File: src/rtl/csi2_pkt_scheduler_pkg.sv
// Shared types for the CSI-2 packet scheduler: queued event codes,
// CSI-2 short-packet data types and the scheduler FSM states.
package csi2_pkt_scheduler_pkg;

  typedef enum logic [1:0] {
    EV_FS   = 2'd0,
    EV_FE   = 2'd1,
    EV_LONG = 2'd2
  } evt_e;

  localparam logic [5:0] DT_FS = 6'h00;
  localparam logic [5:0] DT_FE = 6'h01;

  typedef enum logic [2:0] {
    ST_IDLE,
    ST_HS_ENTER,
    ST_SEND,
    ST_WAIT_DONE,
    ST_HS_EXIT
  } state_e;

endpackage

File: src/rtl/csi2_pkt_scheduler_if.sv
// Lane-controller / packet-formatter handshake bundle.
// master = scheduler side, slave = lane controller + formatter side.
interface csi2_pkt_scheduler_if;
  logic        hs_req;
  logic        hs_rdy;
  logic        pkt_start;
  logic        pkt_long;
  logic [5:0]  pkt_dt;
  logic [1:0]  pkt_vc;
  logic [15:0] pkt_wc;
  logic        pkt_done;

  modport master (
    output hs_req, pkt_start, pkt_long, pkt_dt, pkt_vc, pkt_wc,
    input  hs_rdy, pkt_done
  );

  modport slave (
    input  hs_req, pkt_start, pkt_long, pkt_dt, pkt_vc, pkt_wc,
    output hs_rdy, pkt_done
  );
endinterface

File: src/rtl/csi2_pkt_scheduler_evt_fifo.sv
// Small synchronous FIFO for scheduler events. A push while full is
// accepted only when a pop happens in the same cycle.
module csi2_pkt_scheduler_evt_fifo #(
  parameter int unsigned WIDTH = 2,
  parameter int unsigned DEPTH = 4
) (
  input  logic             clk,
  input  logic             rst,
  input  logic             push,
  input  logic             pop,
  input  logic [WIDTH-1:0] din,
  output logic [WIDTH-1:0] dout,
  output logic             full,
  output logic             empty
);
  localparam int unsigned AW = $clog2(DEPTH);

  logic [WIDTH-1:0] mem [DEPTH];
  logic [AW-1:0]    wr_ptr;
  logic [AW-1:0]    rd_ptr;
  logic [AW:0]      count;
  logic             do_push;
  logic             do_pop;

  assign do_pop  = pop && !empty;
  assign do_push = push && (!full || do_pop);
  assign full    = (count == (AW+1)'(DEPTH));
  assign empty   = (count == '0);
  assign dout    = mem[rd_ptr];

  // Pointer/occupancy update and storage write
  always_ff @(posedge clk) begin
    if (rst) begin
      wr_ptr <= '0;
      rd_ptr <= '0;
      count  <= '0;
    end else begin
      if (do_push) begin
        mem[wr_ptr] <= din;
        wr_ptr      <= wr_ptr + 1'b1;
      end
      if (do_pop) rd_ptr <= rd_ptr + 1'b1;
      count <= count + {{AW{1'b0}}, do_push} - {{AW{1'b0}}, do_pop};
    end
  end
endmodule

File: src/rtl/csi2_pkt_scheduler.sv
// CSI-2 packet scheduler: converts FV/LV edges into FS/LONG/FE events,
// queues them and sequences HS entry, packet start, completion, HS exit
// and a minimum LP gap for each one.
module csi2_pkt_scheduler
  import csi2_pkt_scheduler_pkg::*;
#(
  parameter logic [1:0]  VC        = 2'd0,
  parameter logic [5:0]  DT        = 6'h1E,
  parameter logic [15:0] WC        = 16'h01E0,
  parameter logic [15:0] FRAME_MAX = 16'd0,
  parameter int unsigned LP_GAP    = 8,
  parameter int unsigned QDEPTH    = 4
) (
  input  logic                   PIXCLK,
  input  logic                   reset,
  input  logic                   FV,
  input  logic                   LV,
  csi2_pkt_scheduler_if.master   bus,
  output logic                   busy,
  output logic                   q_overflow,
  output logic                   seq_err
);
  localparam logic [15:0] FRAME_INIT = (FRAME_MAX == 16'd0) ? 16'd0 : 16'd1;

  logic        fv_q, lv_q;
  logic        fv_rise, fv_fall, lv_rise, lv_long;
  logic        pend_vld, pend_vld_nxt;
  evt_e        pend_ev, pend_ev_nxt;
  logic        push, pop;
  evt_e        push_ev, head;
  logic [1:0]  fifo_dout;
  logic        fifo_full, fifo_empty;
  state_e      state, state_nxt;
  logic [15:0] gap_cnt;
  logic [15:0] frame_num;
  logic        long_q;
  logic [5:0]  dt_q;
  logic [1:0]  vc_q;
  logic [15:0] wc_q;

  assign fv_rise = FV && !fv_q;
  assign fv_fall = !FV && fv_q;
  assign lv_rise = LV && !lv_q;
  assign lv_long = lv_rise && FV;
  assign head    = evt_e'(fifo_dout);

  // Event arbitration: one push per cycle. A held event goes first; a frame
  // edge colliding with it (FE right after a pending LONG) takes its place.
  always_comb begin
    push         = 1'b0;
    push_ev      = EV_FS;
    pend_vld_nxt = 1'b0;
    pend_ev_nxt  = pend_ev;
    if (pend_vld) begin
      push    = 1'b1;
      push_ev = pend_ev;
      if (fv_rise || fv_fall) begin
        pend_vld_nxt = 1'b1;
        pend_ev_nxt  = fv_rise ? EV_FS : EV_FE;
      end
    end else if (fv_rise || fv_fall) begin
      push    = 1'b1;
      push_ev = fv_rise ? EV_FS : EV_FE;
      if (lv_long) begin
        pend_vld_nxt = 1'b1;
        pend_ev_nxt  = EV_LONG;
      end
    end else if (lv_long) begin
      push    = 1'b1;
      push_ev = EV_LONG;
    end
  end

  csi2_pkt_scheduler_evt_fifo #(.WIDTH(2), .DEPTH(QDEPTH)) u_fifo (
    .clk   (PIXCLK),
    .rst   (reset),
    .push  (push),
    .pop   (pop),
    .din   (push_ev),
    .dout  (fifo_dout),
    .full  (fifo_full),
    .empty (fifo_empty)
  );

  // Next-state and handshake outputs
  always_comb begin
    state_nxt     = state;
    pop           = 1'b0;
    bus.hs_req    = 1'b0;
    bus.pkt_start = 1'b0;
    case (state)
      ST_IDLE: begin
        if (!fifo_empty && gap_cnt == '0) begin
          pop       = 1'b1;
          state_nxt = ST_HS_ENTER;
        end
      end
      ST_HS_ENTER: begin
        bus.hs_req = 1'b1;
        if (bus.hs_rdy) state_nxt = ST_SEND;
      end
      ST_SEND: begin
        bus.hs_req    = 1'b1;
        bus.pkt_start = 1'b1;
        state_nxt     = ST_WAIT_DONE;
      end
      ST_WAIT_DONE: begin
        bus.hs_req = 1'b1;
        if (bus.pkt_done) state_nxt = ST_HS_EXIT;
      end
      ST_HS_EXIT: begin
        if (!bus.hs_rdy) state_nxt = ST_IDLE;
      end
      default: state_nxt = ST_IDLE;
    endcase
  end

  // State, edge detectors, pending reg, gap/frame counters, packet regs, flags
  always_ff @(posedge PIXCLK) begin
    if (reset) begin
      state      <= ST_IDLE;
      fv_q       <= 1'b0;
      lv_q       <= 1'b0;
      pend_vld   <= 1'b0;
      pend_ev    <= EV_FS;
      gap_cnt    <= '0;
      frame_num  <= FRAME_INIT;
      long_q     <= 1'b0;
      dt_q       <= '0;
      vc_q       <= '0;
      wc_q       <= '0;
      q_overflow <= 1'b0;
      seq_err    <= 1'b0;
    end else begin
      state    <= state_nxt;
      fv_q     <= FV;
      lv_q     <= LV;
      pend_vld <= pend_vld_nxt;
      pend_ev  <= pend_ev_nxt;

      if (state == ST_HS_EXIT && !bus.hs_rdy) gap_cnt <= 16'(LP_GAP);
      else if (state == ST_IDLE && gap_cnt != '0) gap_cnt <= gap_cnt - 16'd1;

      if (pop) begin
        long_q <= (head == EV_LONG);
        vc_q   <= VC;
        case (head)
          EV_FS:   begin dt_q <= DT_FS; wc_q <= frame_num; end
          EV_FE:   begin dt_q <= DT_FE; wc_q <= frame_num; end
          default: begin dt_q <= DT;    wc_q <= WC;        end
        endcase
        if (head == EV_FE && FRAME_MAX != 16'd0)
          frame_num <= (frame_num >= FRAME_MAX) ? 16'd1 : frame_num + 16'd1;
      end

      if (push && fifo_full && !pop) q_overflow <= 1'b1;
      if ((lv_rise && !FV) || (bus.pkt_done && state != ST_WAIT_DONE)) seq_err <= 1'b1;
    end
  end

  assign bus.pkt_long = long_q;
  assign bus.pkt_dt   = dt_q;
  assign bus.pkt_vc   = vc_q;
  assign bus.pkt_wc   = wc_q;
  assign busy         = (state != ST_IDLE) || !fifo_empty;
endmodule

File: src/flat_wrapper.sv
// flat-port wrapper written by rule: the top's interface ports become plain ports
module csi2_pkt_scheduler_flat import csi2_pkt_scheduler_pkg::*;
#(
  parameter logic [1:0]  VC        = 2'd0,
  parameter logic [5:0]  DT        = 6'h1E,
  parameter logic [15:0] WC        = 16'h01E0,
  parameter logic [15:0] FRAME_MAX = 16'd0,
  parameter int unsigned LP_GAP    = 8,
  parameter int unsigned QDEPTH    = 4
)
  (PIXCLK, reset, FV, LV, busy, q_overflow, seq_err, bus_hs_req, bus_pkt_start, bus_pkt_long, bus_pkt_dt, bus_pkt_vc, bus_pkt_wc, bus_hs_rdy, bus_pkt_done);
  csi2_pkt_scheduler_if bus_i ();
  input  logic PIXCLK;
  input  logic reset;
  input  logic FV;
  input  logic LV;
  output logic busy;
  output logic q_overflow;
  output logic seq_err;
  output wire logic [$bits(bus_i.hs_req)-1:0] bus_hs_req;
  output wire logic [$bits(bus_i.pkt_start)-1:0] bus_pkt_start;
  output wire logic [$bits(bus_i.pkt_long)-1:0] bus_pkt_long;
  output wire logic [$bits(bus_i.pkt_dt)-1:0] bus_pkt_dt;
  output wire logic [$bits(bus_i.pkt_vc)-1:0] bus_pkt_vc;
  output wire logic [$bits(bus_i.pkt_wc)-1:0] bus_pkt_wc;
  input wire logic [$bits(bus_i.hs_rdy)-1:0] bus_hs_rdy;
  input wire logic [$bits(bus_i.pkt_done)-1:0] bus_pkt_done;
  assign bus_hs_req = bus_i.hs_req;
  assign bus_pkt_start = bus_i.pkt_start;
  assign bus_pkt_long = bus_i.pkt_long;
  assign bus_pkt_dt = bus_i.pkt_dt;
  assign bus_pkt_vc = bus_i.pkt_vc;
  assign bus_pkt_wc = bus_i.pkt_wc;
  assign bus_i.hs_rdy = bus_hs_rdy;
  assign bus_i.pkt_done = bus_pkt_done;
  csi2_pkt_scheduler #(.VC(VC), .DT(DT), .WC(WC), .FRAME_MAX(FRAME_MAX), .LP_GAP(LP_GAP), .QDEPTH(QDEPTH)) u_core (.PIXCLK(PIXCLK), .reset(reset), .FV(FV), .LV(LV), .bus(bus_i), .busy(busy), .q_overflow(q_overflow), .seq_err(seq_err));
endmodule
File: config.mk
export PLATFORM = sky130hd
export DESIGN_NAME = csi2_pkt_scheduler_flat
export DESIGN_NICKNAME = d
export VERILOG_FILES = /design/src/rtl/csi2_pkt_scheduler_pkg.sv /design/src/rtl/csi2_pkt_scheduler_if.sv /design/src/rtl/csi2_pkt_scheduler_evt_fifo.sv /design/src/rtl/csi2_pkt_scheduler.sv /design/src/flat_wrapper.sv
export SDC_FILE = /design/constraint.sdc
export NUM_CORES = 1
export LEC_CHECK = 0
export ABC_AREA = 1
export BUFFER_PORTS_ARGS = -buffer_cell sky130_fd_sc_hd__buf_2
export CAP_MARGIN = 40
export CORE_ASPECT_RATIO = 0.7
export CORE_MARGIN = 10
export CORE_UTILIZATION = 50
export CTS_BUF_LIST = sky130_fd_sc_hd__clkbuf_8
export DETAILED_ROUTE_END_ITERATION = 8
export PLACE_DENSITY = 0.82
export REMOVE_ABC_BUFFERS = 1
export SYNTH_ARGS = -nofsm -noshare
export SYNTH_HDL_FRONTEND = slang
export SYNTH_HIERARCHICAL = 1
export SYNTH_SLANG_ARGS = --single-unit
File: constraint.sdc
create_clock -name PIXCLK -period 2.28 [get_ports PIXCLK]
set_input_delay 0.114 -clock PIXCLK [delete_from_list [all_inputs] [get_ports PIXCLK]]
set_output_delay 0.114 -clock PIXCLK [all_outputs]
set_load 0.01 [all_outputs]
==> out/qor.csv, run 1 <==
stage;metric;value;unit
synthesis;EDFF count, synth;8;
placement;placed cell count;457;
clock_network;Num CTS Buffers;5;
die;die area;0.00872;mm²
synthesis;mux cell area share after synthesis;0;%
synthesis;Yosys reg bits;46;
sta;Slew Viols, Final;0;
worst_setup_path;Worst EP arrival;2.46;ns
placement;Placed Area;0.00280;mm²
worst_setup_path;largest stage delay on the critical path;0.52;ns
global_routing;Total GRT Usage;12.0;%
layout;antenna diode count;0;
clock_network;CTS tree;yes;
worst_setup_path;slowest CP cell;fa_2;
synthesis;Netlist Area Pre-Place;0.00267;mm²
clock_network;Clock Latency Late Sink;0.31;ns
route;Pre-Repair DR Iteration Count;5;
clock_network;htree depth;2;
sta;Layout Skew;0.0106;ns
synthesis;cell with the most instances after synthesis;nand2_1;
synthesis;Synth Area in Compound Gates;8.71;%
worst_setup_path;critical path endpoint category;register;
route;Initial DRC Count;121;
sta;fmax;444;MHz
power;internal power;2.30;mW
die;die extent in y;81.2;µm
die;Die W;107;µm
synthesis;Post-Synth XOR/XNOR Area;1.64;%
power;worst vdd ir;0.000851;V
layout;Area Growth Syn to Fin;10.7;%
sta;hold slack final;0.0339;ns
clock_network;CTS Sinks;46;
route;DRT Wirelength;5460;µm
layout;final instance area;0.00296;mm²
global_routing;initial antenna violation count;0;
route;Post-DRT Antenna Nets;0;
layout;Register Area;0.00101;mm²
placement;RePlAce Congestion;0.870;
power;power per cell area;1530;mW/mm²
synthesis;top post-synthesis cells by area;dfxtp_1 (28%), nand2_1 (13%), edfxtp_1 (9.0%);
global_routing;GRT overflow;0;
route;DR vias;2232;
die;Cell Rows;22;
die;total core area;0.00520;mm²
min_path;Hold Crit Class;in -> reg;
route;wire per inst;11.7;µm
synthesis;commonest register cell after synthesis;dfxtp_1;
power;Flop pwr share;28.7;%
layout;combined area of the multi-input logic cells;0.00138;mm²
worst_setup_path;worst path required time;2.49;ns
power;Comb power frac;60.1;%
synthesis;top cell type's share of synthesized area;28.5;%
global_routing;first-pass GRT wire length;8600;µm
power;P_leak;1.42;nW
synthesis;most frequent cells after synthesis;nand2_1 (90), nor2_1 (56), inv_1 (42);
sta;Setup-failing EPs final;0;
worst_setup_path;CP Max Fanout;5;
clock_network;CTS Root Cell;clkbuf_8;
synthesis;share of synthesized area occupied by flip-flops and latches;37.5;%
run_status;status;complete, no violations;
sta;period utilization;98.8;%
synthesis;synthesized area per cell;7.30;µm²
clock_network;Clock Path Buffers;2;
synthesis;largest family of logic cells by synthesized area;simple AND/OR/NAND/NOR gates;
route;via/cell ratio;4.78;
die;starting density of the core;51.4;%
power;NetSw;2.24;mW
synthesis;synth warn;6;
synthesis;cells after synthesis;366;
global_routing;pin count of the biggest net entering global routing;20;
layout;post-route insts no fill;467;
die;number of top-level pins;36;
worst_setup_path;CP startpoint kind;register;
flow_run;number of max-cap violations;0;
global_routing;vias in the first global route;1976;
synthesis;asr flop ratio synth;0;%
synthesis;synth unique cells;38;
layout;Filler Cell Count;479;
worst_setup_path;WS Path Type;reg -> reg;
synthesis;Synth area leader;dfxtp_1;
power;Sw Ratio;49.3;%
power;clock group share of total power;11.2;%
synthesis;Adder-Cell Fraction of Synth Area;4.49;%
synthesis;simple-gate area share of the yosys netlist;32.9;%
sta;Hold Vio Cnt, Final;0;
placement;IO Port Bufs;20;
clock_network;Worst-path clk slew;0.09;ns
layout;Final #Nets;409;
placement;HPWL after DPL;4130;µm
worst_setup_path;crit-path cells;nor2_2 > nand2_1 > nor2_4 > nand2_4 > nor2_4 > nand2_4 > or2_1 > nand2_1 > ha_1 > inv_1 > fa_2 > nor2_1;
route;DRC violations left;0;
sta;min cycle time layout;2.25;ns
layout;share of cells above drive strength 1;22.3;%
## what timing repair did
action | in CTS | in global routing
buffers inserted | 0 | 2
gates resized for setup | 0 | 21
hold buffers | 0 | 0
setup endpoints to repair | 0 | 2
## flip-flops by register name, indices dropped and copies added (netlist names), 2 cells and up, named ones only
name and count:
u_core/bus.pkt_dt 2, u_core/gap_cnt 16, u_core/pend_ev 2, u_core/state 3, u_core/u_fifo/count 3, u_core/u_fifo/mem 8
u_core/u_fifo/rd_ptr 2, u_core/u_fifo/wr_ptr 2
## layout by cell type (no fill, tap or decap), types with 7 or more instances in the layout
| cell | instances |
|---|---|
| nand3b_1 | 7 |
| a21oi_1 | 22 |
| ha_1 | 7 |
| nor2_2 | 12 |
| edfxtp_1 | 8 |
| o21ai_0 | 7 |
| nand2_1 | 89 |
| conb_1 | 15 |
| buf_2 | 20 |
| inv_1 | 40 |
| buf_4 | 13 |
| nand3_1 | 14 |
| dfxtp_1 | 32 |
| nor2_1 | 50 |
## final cells by class
type	count	area share, %
Tap cell	72	3.05
Clock buffer	5	2.33
Clock inverter	3	0.719
Timing Repair Buffer	33	6.68
Inverter	47	6.51
Sequential cell	46	34.1
Multi-Input combinational cell	261	46.6
## stage by stage
stage | util (%) | TNS [ns] | worst slack (ns) | total power [mW]
2_1_floorplan | - | -0.0484 | -0.0322 | 3.21
3_3_place_gp | 53.8 | 0 | 0.141 | 3.77
3_5_place_dp | 53.8 | 0 | 0.0505 | 3.85
4_1_cts | 55.5 | 0 | 0.0212 | 4.36
5_1_grt | 56.9 | -0.141 | -0.0868 | 4.97
6_report | 56.9 | 0 | 0.0277 | 4.54
## power by group through the flow
stage	sequential, mW	combinational [mW]	clock [mW]
after detailed placement	1.27	2.58	0
after global routing	1.33	3.09	0.549
after CTS	1.26	2.58	0.517
final	1.30	2.73	0.508
after global placement	1.26	2.51	0
after floorplan	1.25	1.97	0
## kinds of logic (layout without fill, tap and decap cells)
group / after synthesis / in the layout
AND/OR/NAND/NOR: 191 / 191
other: 1 / 15
buffers and inverters: 73 / 88
AO/OA/AOI/OAI: 41 / 41
adder cells (fa/ha/maj): 9 / 9
flip-flops: 46 / 46
XOR/XNOR: 5 / 5
## path summary, 6_finish.rpt
check / startpoint / endpoint / slack (ns) / cells past startpoint
max: u_core/gap_cnt[4]$_SDFFE_PP0P_ / u_core/u_fifo/count[1]$_SDFF_PP0_ / 0.03 / 12
min: LV / u_core/lv_q$_SDFF_PP0_ / 0.03 / 3
max reg2reg: u_core/gap_cnt[4]$_SDFFE_PP0P_ / u_core/u_fifo/count[1]$_SDFF_PP0_ / 0.03 / 12
min reg2reg: u_core/pend_ev[0]$_SDFFE_PP0P_ / u_core/pend_ev[0]$_SDFFE_PP0P_ / 0.47 / 2
## metal layers
metal | vias to the layer above | part of all wire [%] | track usage (%)
met5 | - | 0 | 0
met4 | 0 | 1.6 | 4.26
met3 | 8 | 7.8 | 4.19
met2 | 72 | 42 | 18.2
met1 | 991 | 48 | 15.6
li1 | 1161 | - | -
## worst max-delay path: cells and delay by family, from the launching register on
kind / cells / cell delay (ns)
buf+inv: 1 / 0.05
flops: 1 / 0.36
fa+ha+maj: 2 / 0.66
simple gates: 9 / 1.07
Power figures use the tool's default switching activity.
==> run 2: changes to the inputs <==
- PLACE_DENSITY: 0.82 -> 0.74
==> run 2 against run 1 <==
Effect of this change: hold slack improved by 0.0093 ns; power grew 5.4%; core utilization increased by 1.6 points; first-iteration DRC count rose by 55%; clock skew shrank 0.0030 ns; largest power group unchanged; routed wire length grew 2.7%; via count unchanged; critical endpoint unchanged; sequential power about the same.
==> out/qor.csv, run 2 (synthesis gave the netlist of run 1 again) <==
stage;metric;value;unit;change
power;Sw Ratio;47.7;%;-1.6 points
worst_setup_path;slowest CP cell;fa_2;;
power;clock group share of total power;12.1;%;+0.9 points
global_routing;initial antenna violation count;0;;unchanged
worst_setup_path;CP startpoint kind;register;;
sta;Slew Viols, Final;0;;unchanged
placement;placed cell count;457;;unchanged
layout;antenna diode count;0;;unchanged
route;Initial DRC Count;187;;+55%
layout;Register Area;0.00102;mm²;+1.4%
worst_setup_path;critical path's most frequent cell;nor2_4;;
layout;Area Growth Syn to Fin;13.9;%;
flow_run;number of max-cap violations;0;;unchanged
layout;largest register by flop count;u_core/gap_cnt;;
placement;IO Port Bufs;20;;unchanged
power;P_leak;1.47;nW;+3.3%
route;via/cell ratio;4.73;;-1.1%
layout;Final #Nets;414;;+1.2%
clock_network;htree depth;2;;unchanged
min_path;Worst Hold Depth;3;;unchanged
global_routing;first-pass GRT wire length;8690;µm;+0.96%
layout;combined area of the multi-input logic cells;0.00140;mm²;+1.3%
layout;most frequent cells in the layout;nand2_1 (86), nor2_1 (51), inv_1 (41), dfxtp_1 (27), a21oi_1 (22);;
die;number of top-level pins;36;;unchanged
layout;share of cells above drive strength 1;25.0;%;+2.7 points
clock_network;Clock Path Buffers;2;;unchanged
power;worst vdd ir;0.00122;V;+43%
layout;Filler Cell Count;453;;-5.4%
route;wire per inst;11.9;µm;+1.6%
sta;Hold Vio Cnt, Final;0;;unchanged
sta;Setup-failing EPs final;0;;unchanged
layout;final instance area;0.00304;mm²;+2.9%
placement;Placed Area;0.00280;mm²;unchanged
layout;max FFs per register;16;;unchanged
run_status;status;complete, no violations;;
die;starting density of the core;51.4;%;unchanged
layout;Top Registers;u_core/gap_cnt (16), u_core/u_fifo/mem (8);;
worst_setup_path;largest stage delay on the critical path;0.51;ns;about the same
layout;most common cell after layout, fill and taps aside;nand2_1;;
sta;min cycle time layout;2.19;ns;-0.0608 ns
worst_setup_path;Worst R2R Path Depth;12;;unchanged
worst_setup_path;CP Max Fanout;4;;-1
route;DRT Wirelength;5600;µm;+2.7%
sta;period utilization;96.1;%;-2.7 points
route;Post-DRT Antenna Nets;0;;unchanged
power;Total Power;4.78;mW;+5.4%
die;Die W;107;µm;unchanged
sta;fmax;456;MHz;+2.8%
worst_setup_path;WS Path Type;reg -> reg;;
worst_setup_path;critical path endpoint category;register;;
route;Pre-Repair DR Iteration Count;4;;-1
global_routing;pin count of the biggest net entering global routing;20;;unchanged
placement;dpl ws;0.0593;ns;+0.00876 ns
clock_network;Clock Latency Late Sink;0.29;ns;-0.02 ns
clock_network;CTS tree;yes;;
die;Cell Rows;22;;unchanged
clock_network;Worst-path clk slew;0.09;ns;about the same
placement;RePlAce Congestion;0.908;;+4.5%
worst_setup_path;worst path required time;2.46;ns;-0.03 ns
global_routing;GRT overflow;0;;unchanged
power;Comb power frac;60.4;%;+0.3 points
global_routing;Total GRT Usage;12.0;%;+0.017 points
sta;Final WS setup;0.0886;ns;+0.0608 ns
power;NetSw;2.28;mW;+2.1%
route;DR vias;2232;;unchanged
worst_setup_path;crit-path cells;nor2_4 > nand2_2 > nor2_4 > nand2_4 > nor2_4 > nand2_4 > or2_1 > nand2_1 > ha_2 > inv_2 > fa_2 > nor2_1;;
global_routing;vias in the first global route;2016;;+2.0%
die;die area;0.00872;mm²;unchanged
clock_network;CTS Root Cell;clkbuf_8;;
clock_network;CTS Sinks;46;;unchanged
power;internal power;2.50;mW;+8.7%
sta;Layout Skew;0.00760;ns;-0.00296 ns
die;total core area;0.00520;mm²;unchanged
die;die extent in y;81.2;µm;unchanged
min_path;Hold Crit Class;in -> reg;;
power;power per cell area;1570;mW/mm²;+2.5%
worst_setup_path;Worst EP arrival;2.38;ns;-0.08 ns
placement;HPWL after DPL;4100;µm;-0.58%
clock_network;Num CTS Buffers;5;;unchanged
route;DRC violations left;0;;unchanged
layout;post-route insts no fill;472;;+1.1%
power;Flop pwr share;27.5;%;-1.2 points
-- run 2: changes by cell type in the layout (fill, tap and decap cells not counted), moves of 2 or more --
cell / before / now
buf_4: 13 / 18
dfxtp_1: 32 / 27
dfxtp_2: 6 / 8
dfxtp_4: 0 / 3
nand2_1: 89 / 86
nand2_2: 3 / 5
nor2_2: 12 / 10
-- run 2: metal layers --
metal / global-route usage (%) / routed length, µm
met1: 15.9 / 2830
met2: 18.4 / 2350
met3: 3.72 / 398
met4: 3.86 / 34
met5: 0 / 0
-- run 2: repair_timing --
action | in CTS | in global routing
endpoints found under the hold margin | 0 | 0
setup endpoints to repair | 0 | 2
buffers inserted | 0 | 7
hold buffers | 0 | 0
resized for setup | 0 | 35
-- run 2: power by group through the flow --
stage	sequential (mW)	combinational, mW	clock, mW
floorplan	1.25	1.97	0
global placement	1.26	2.55	0
detailed placement	1.27	2.59	0
CTS	1.25	2.60	0.596
global route	1.34	3.23	0.636
finish	1.31	2.89	0.580
-- run 2: final cells by class --
cell class / count / area share, %
Multi-Input combinational cell: 261 / 45.9
Clock buffer: 5 / 2.26
Sequential cell: 46 / 33.6
Timing Repair Buffer: 38 / 7.73
Inverter: 47 / 6.33
Clock inverter: 3 / 1.23
Tap cell: 72 / 2.96
-- run 2: stage by stage --
stage / utilization, % / hold slack (ns) / setup TNS, ns
3_3_place_gp: 53.8 / 0.334 / 0
4_1_cts: 55.8 / 0.0289 / 0
2_1_floorplan: - / 0.183 / -0.0484
3_5_place_dp: 53.8 / 0.350 / 0
6_report: 58.5 / 0.0433 / 0
5_1_grt: 58.5 / 0.0581 / -0.0935
-- run 2: worst paths after layout --
kind | start | end | slack [ns]
setup / recovery | u_core/gap_cnt[6]$_SDFFE_PP0P_ | u_core/u_fifo/count[1]$_SDFF_PP0_ | 0.09
hold / removal | LV | u_core/lv_q$_SDFF_PP0_ | 0.04
setup reg to reg | u_core/gap_cnt[6]$_SDFFE_PP0P_ | u_core/u_fifo/count[1]$_SDFF_PP0_ | 0.09
hold reg to reg | u_core/bus.pkt_long$_SDFFE_PP0P_ | u_core/bus.pkt_long$_SDFFE_PP0P_ | 0.46
-- run 2: critical path, delay by kind of cell, from the launching register on --
| kind | cells | cell delay [ns] |
|---|---|---|
| adders and majority gates | 2 | 0.68 |
| DFF | 1 | 0.36 |
| and+or+nand+nor | 9 | 1.00 |
| buffers and inverters | 1 | 0.04 |
==> run 3: changes to the inputs <==
- RECOVER_POWER: not set -> 50
==> run 3 against run 2 <==
Effect of this change: final cell count stayed put; sequential power is essentially flat; combinational power about the same; critical endpoint unchanged; setup slack improved by 0.0052 ns; clock power about the same; largest power group unchanged.
==> out/qor.csv, run 3 (synthesis gave the netlist of run 1 again) <==
stage;metric;value;unit;change
worst_setup_path;r2r endpoint;u_core/u_fifo/count[1]$_SDFF_PP0_;;
run_status;status;complete, no violations;;
layout;most common cell after layout, fill and taps aside;nand2_1;;
global_routing;routing usage on met2;18.4;%;unchanged
die;die extent in y;81.2;µm;unchanged
route;via/cell ratio;4.67;;-1.3%
worst_setup_path;slowest CP cell;fa_2;;
sta;period utilization;95.9;%;-0.23 points
placement;IO Port Bufs;20;;unchanged
global_routing;GRT overflow;0;;unchanged
global_routing;initial antenna violation count;0;;unchanged
sta;fmax;457;MHz;+0.24%
min_path;hold-critical path endpoint;u_core/lv_q$_SDFF_PP0_;;
clock_network;htree depth;2;;unchanged
layout;max FFs per register;16;;unchanged
worst_setup_path;CP startpoint kind;register;;
route;DRT Wirelength;5620;µm;+0.32%
route;wire per inst;11.9;µm;+0.32%
worst_setup_path;CP Max Fanout;4;;unchanged
sta;hold slack final;0.0459;ns;+0.00264 ns
worst_setup_path;FF-to-FF setup slack;0.09;ns;about the same
layout;Area Growth Syn to Fin;13.2;%;
worst_setup_path;WS Path Type;reg -> reg;;
min_path;Worst Hold Depth;3;;unchanged
power;Sw Ratio;47.8;%;+0.052 points
route;DR vias;2203;;-1.3%
sta;Setup-failing EPs final;0;;unchanged
global_routing;pin count of the biggest net entering global routing;20;;unchanged
layout;antenna diode count;0;;unchanged
die;starting density of the core;51.4;%;unchanged
global_routing;Most Used Layer, Global Route;met2;;
route;Post-DRT Antenna Nets;0;;unchanged
layout;most frequent cells in the layout;nand2_1 (86), nor2_1 (51), inv_1 (41), dfxtp_1 (27), a21oi_1 (22);;
placement;HPWL after DPL;4100;µm;unchanged
clock_network;Clock Path Buffers;2;;unchanged
die;Die W;107;µm;unchanged
power;P_leak;1.41;nW;-3.9%
sta;min cycle time layout;2.19;ns;-0.00521 ns
worst_setup_path;largest stage delay on the critical path;0.51;ns;about the same
global_routing;Total GRT Usage;12.0;%;unchanged
worst_setup_path;worst path required time;2.46;ns;about the same
clock_network;CTS Root Cell;clkbuf_8;;
worst_setup_path;Top delay family on crit path;simple AND/OR/NAND/NOR gates;;
layout;Top Registers;u_core/gap_cnt (16), u_core/u_fifo/mem (8);;
clock_network;CTS Sinks;46;;unchanged
die;die area;0.00872;mm²;unchanged
power;NetSw;2.28;mW;-0.25%
worst_setup_path;critical path's most frequent cell;nor2_4;;
clock_network;Num CTS Buffers;5;;unchanged
die;total core area;0.00520;mm²;unchanged
clock_network;Worst-path clk slew;0.09;ns;about the same
sta;Slew Viols, Final;0;;unchanged
worst_setup_path;critical path endpoint category;register;;
worst_setup_path;Worst EP arrival;2.37;ns;about the same
min_path;Hold Path Origin;LV;;
power;worst vdd ir;0.00121;V;-0.60%
worst_setup_path;reg2reg start;u_core/gap_cnt[6]$_SDFFE_PP0P_;;
die;number of top-level pins;36;;unchanged
global_routing;first-pass GRT wire length;8690;µm;unchanged
layout;Filler Cell Count;459;;+1.3%
power;clock group share of total power;12.2;%;about the same
layout;Final #Nets;414;;unchanged
power;Flop pwr share;27.6;%;about the same
power;internal power;2.49;mW;-0.46%
global_routing;vias in the first global route;2016;;unchanged
flow_run;number of max-cap violations;0;;unchanged
worst_setup_path;crit-path cells;nor2_4 > nand2_2 > nor2_4 > nand2_4 > nor2_4 > nand2_4 > or2_1 > nand2_1 > ha_2 > inv_2 > fa_2 > nor2_1;;
power;power per cell area;1580;mW/mm²;+0.22%
min_path;Hold Crit Class;in -> reg;;
clock_network;cts hold-fix bufs;0;;unchanged
route;DRC violations left;0;;unchanged
power;Total Power;4.77;mW;-0.36%
worst_setup_path;Worst R2R Path Depth;12;;unchanged
clock_network;CTS tree;yes;;
sta;Hold Vio Cnt, Final;0;;unchanged
global_routing;Global Route met1 Usage;15.9;%;unchanged
layout;share of cells above drive strength 1;21.5;%;-3.5 points
power;Comb power frac;60.3;%;about the same
die;Cell Rows;22;;unchanged
global_routing;M3 GR Usage;3.72;%;unchanged
route;Initial DRC Count;147;;-21%
route;Pre-Repair DR Iteration Count;4;;unchanged
sta;Layout Skew;0.00840;ns;+0.000801 ns
layout;largest register by flop count;u_core/gap_cnt;;
placement;RePlAce Congestion;0.908;;unchanged
clock_network;Clock Latency Late Sink;0.29;ns;about the same
worst_setup_path;buffer and inverter count on the worst path;1;;unchanged
-- run 3: worst max-delay path by stage --
| stage | from | end | slack, ns | depth (start not counted) |
|---|---|---|---|---|
| detailed placement | u_core/gap_cnt[0]$_SDFFE_PP0P_ | u_core/u_fifo/count[2]$_SDFF_PP0_ | 0.06 | 14 |
| global route | u_core/gap_cnt[8]$_SDFFE_PP0P_ | u_core/u_fifo/count[2]$_SDFF_PP0_ | -0.05 | 17 |
| CTS | u_core/gap_cnt[0]$_SDFFE_PP0P_ | u_core/u_fifo/count[2]$_SDFF_PP0_ | 0.04 | 15 |
| floorplan | u_core/gap_cnt[0]$_SDFFE_PP0P_ | u_core/u_fifo/count[2]$_SDFF_PP0_ | -0.03 | 17 |
| finish | u_core/gap_cnt[6]$_SDFFE_PP0P_ | u_core/u_fifo/count[1]$_SDFF_PP0_ | 0.09 | 12 |
| global placement | u_core/gap_cnt[0]$_SDFFE_PP0P_ | u_core/u_fifo/count[2]$_SDFF_PP0_ | 0.14 | 14 |
-- run 3: worst register-to-register path, stage by stage, from the launching register on --
cell     delay (ns)
dfxtp_2        0.36
nor2_4         0.13
nand2_2        0.08
nor2_4         0.15
nand2_4        0.07
nor2_4         0.15
nand2_4        0.06
or2_1          0.25
nand2_1        0.07
ha_2           0.17
inv_2          0.04
fa_2           0.52
nor2_1         0.03
-- run 3: through the flow --
stage / setup WS [ns] / instance area, µm² / cells / setup TNS [ns] / utilization [%]
floorplan: -0.0322 / 2520 / 354 / -0.0484 / -
global placement: 0.136 / 2800 / 457 / 0 / 53.8
detailed placement: 0.0593 / 2800 / 457 / 0 / 53.8
CTS: 0.0377 / 2900 / 465 / 0 / 55.8
global route: -0.0547 / 3030 / 472 / -0.0934 / 58.2
finish: 0.0938 / 3030 / 472 / 0 / 58.2
-- run 3: layout make-up --
type	instances	area, µm²	share of cell area [%]
inverters	47	193	6.37
clock buffers	5	68.8	2.27
multi-input cells	261	1400	46.2
well taps	72	90.1	2.98
flip-flops and latches	46	1020	33.8
repair buffers	38	218	7.20
clock inverters	3	37.5	1.24
-- run 3: repair_timing --
action	CTS	global route
setup endpoints to repair	0	2
gates resized for setup	0	35
setup buffers	0	7
hold endpoints to repair	0	0
-- run 3: per-layer routing --
metal  share of wire (%)  up-vias
li1                    -     1169
met1                  51      970
met2                  42       60
met3                 6.6        4
met4                0.60        0
met5                   0        -
-- run 3: power groups by stage --
stage | Combinational [mW] | Clock [mW] | Sequential (mW)
floorplan | 1.97 | 0 | 1.25
global placement | 2.55 | 0 | 1.26
detailed placement | 2.59 | 0 | 1.27
CTS | 2.60 | 0.596 | 1.25
global route | 3.22 | 0.636 | 1.35
finish | 2.87 | 0.579 | 1.31
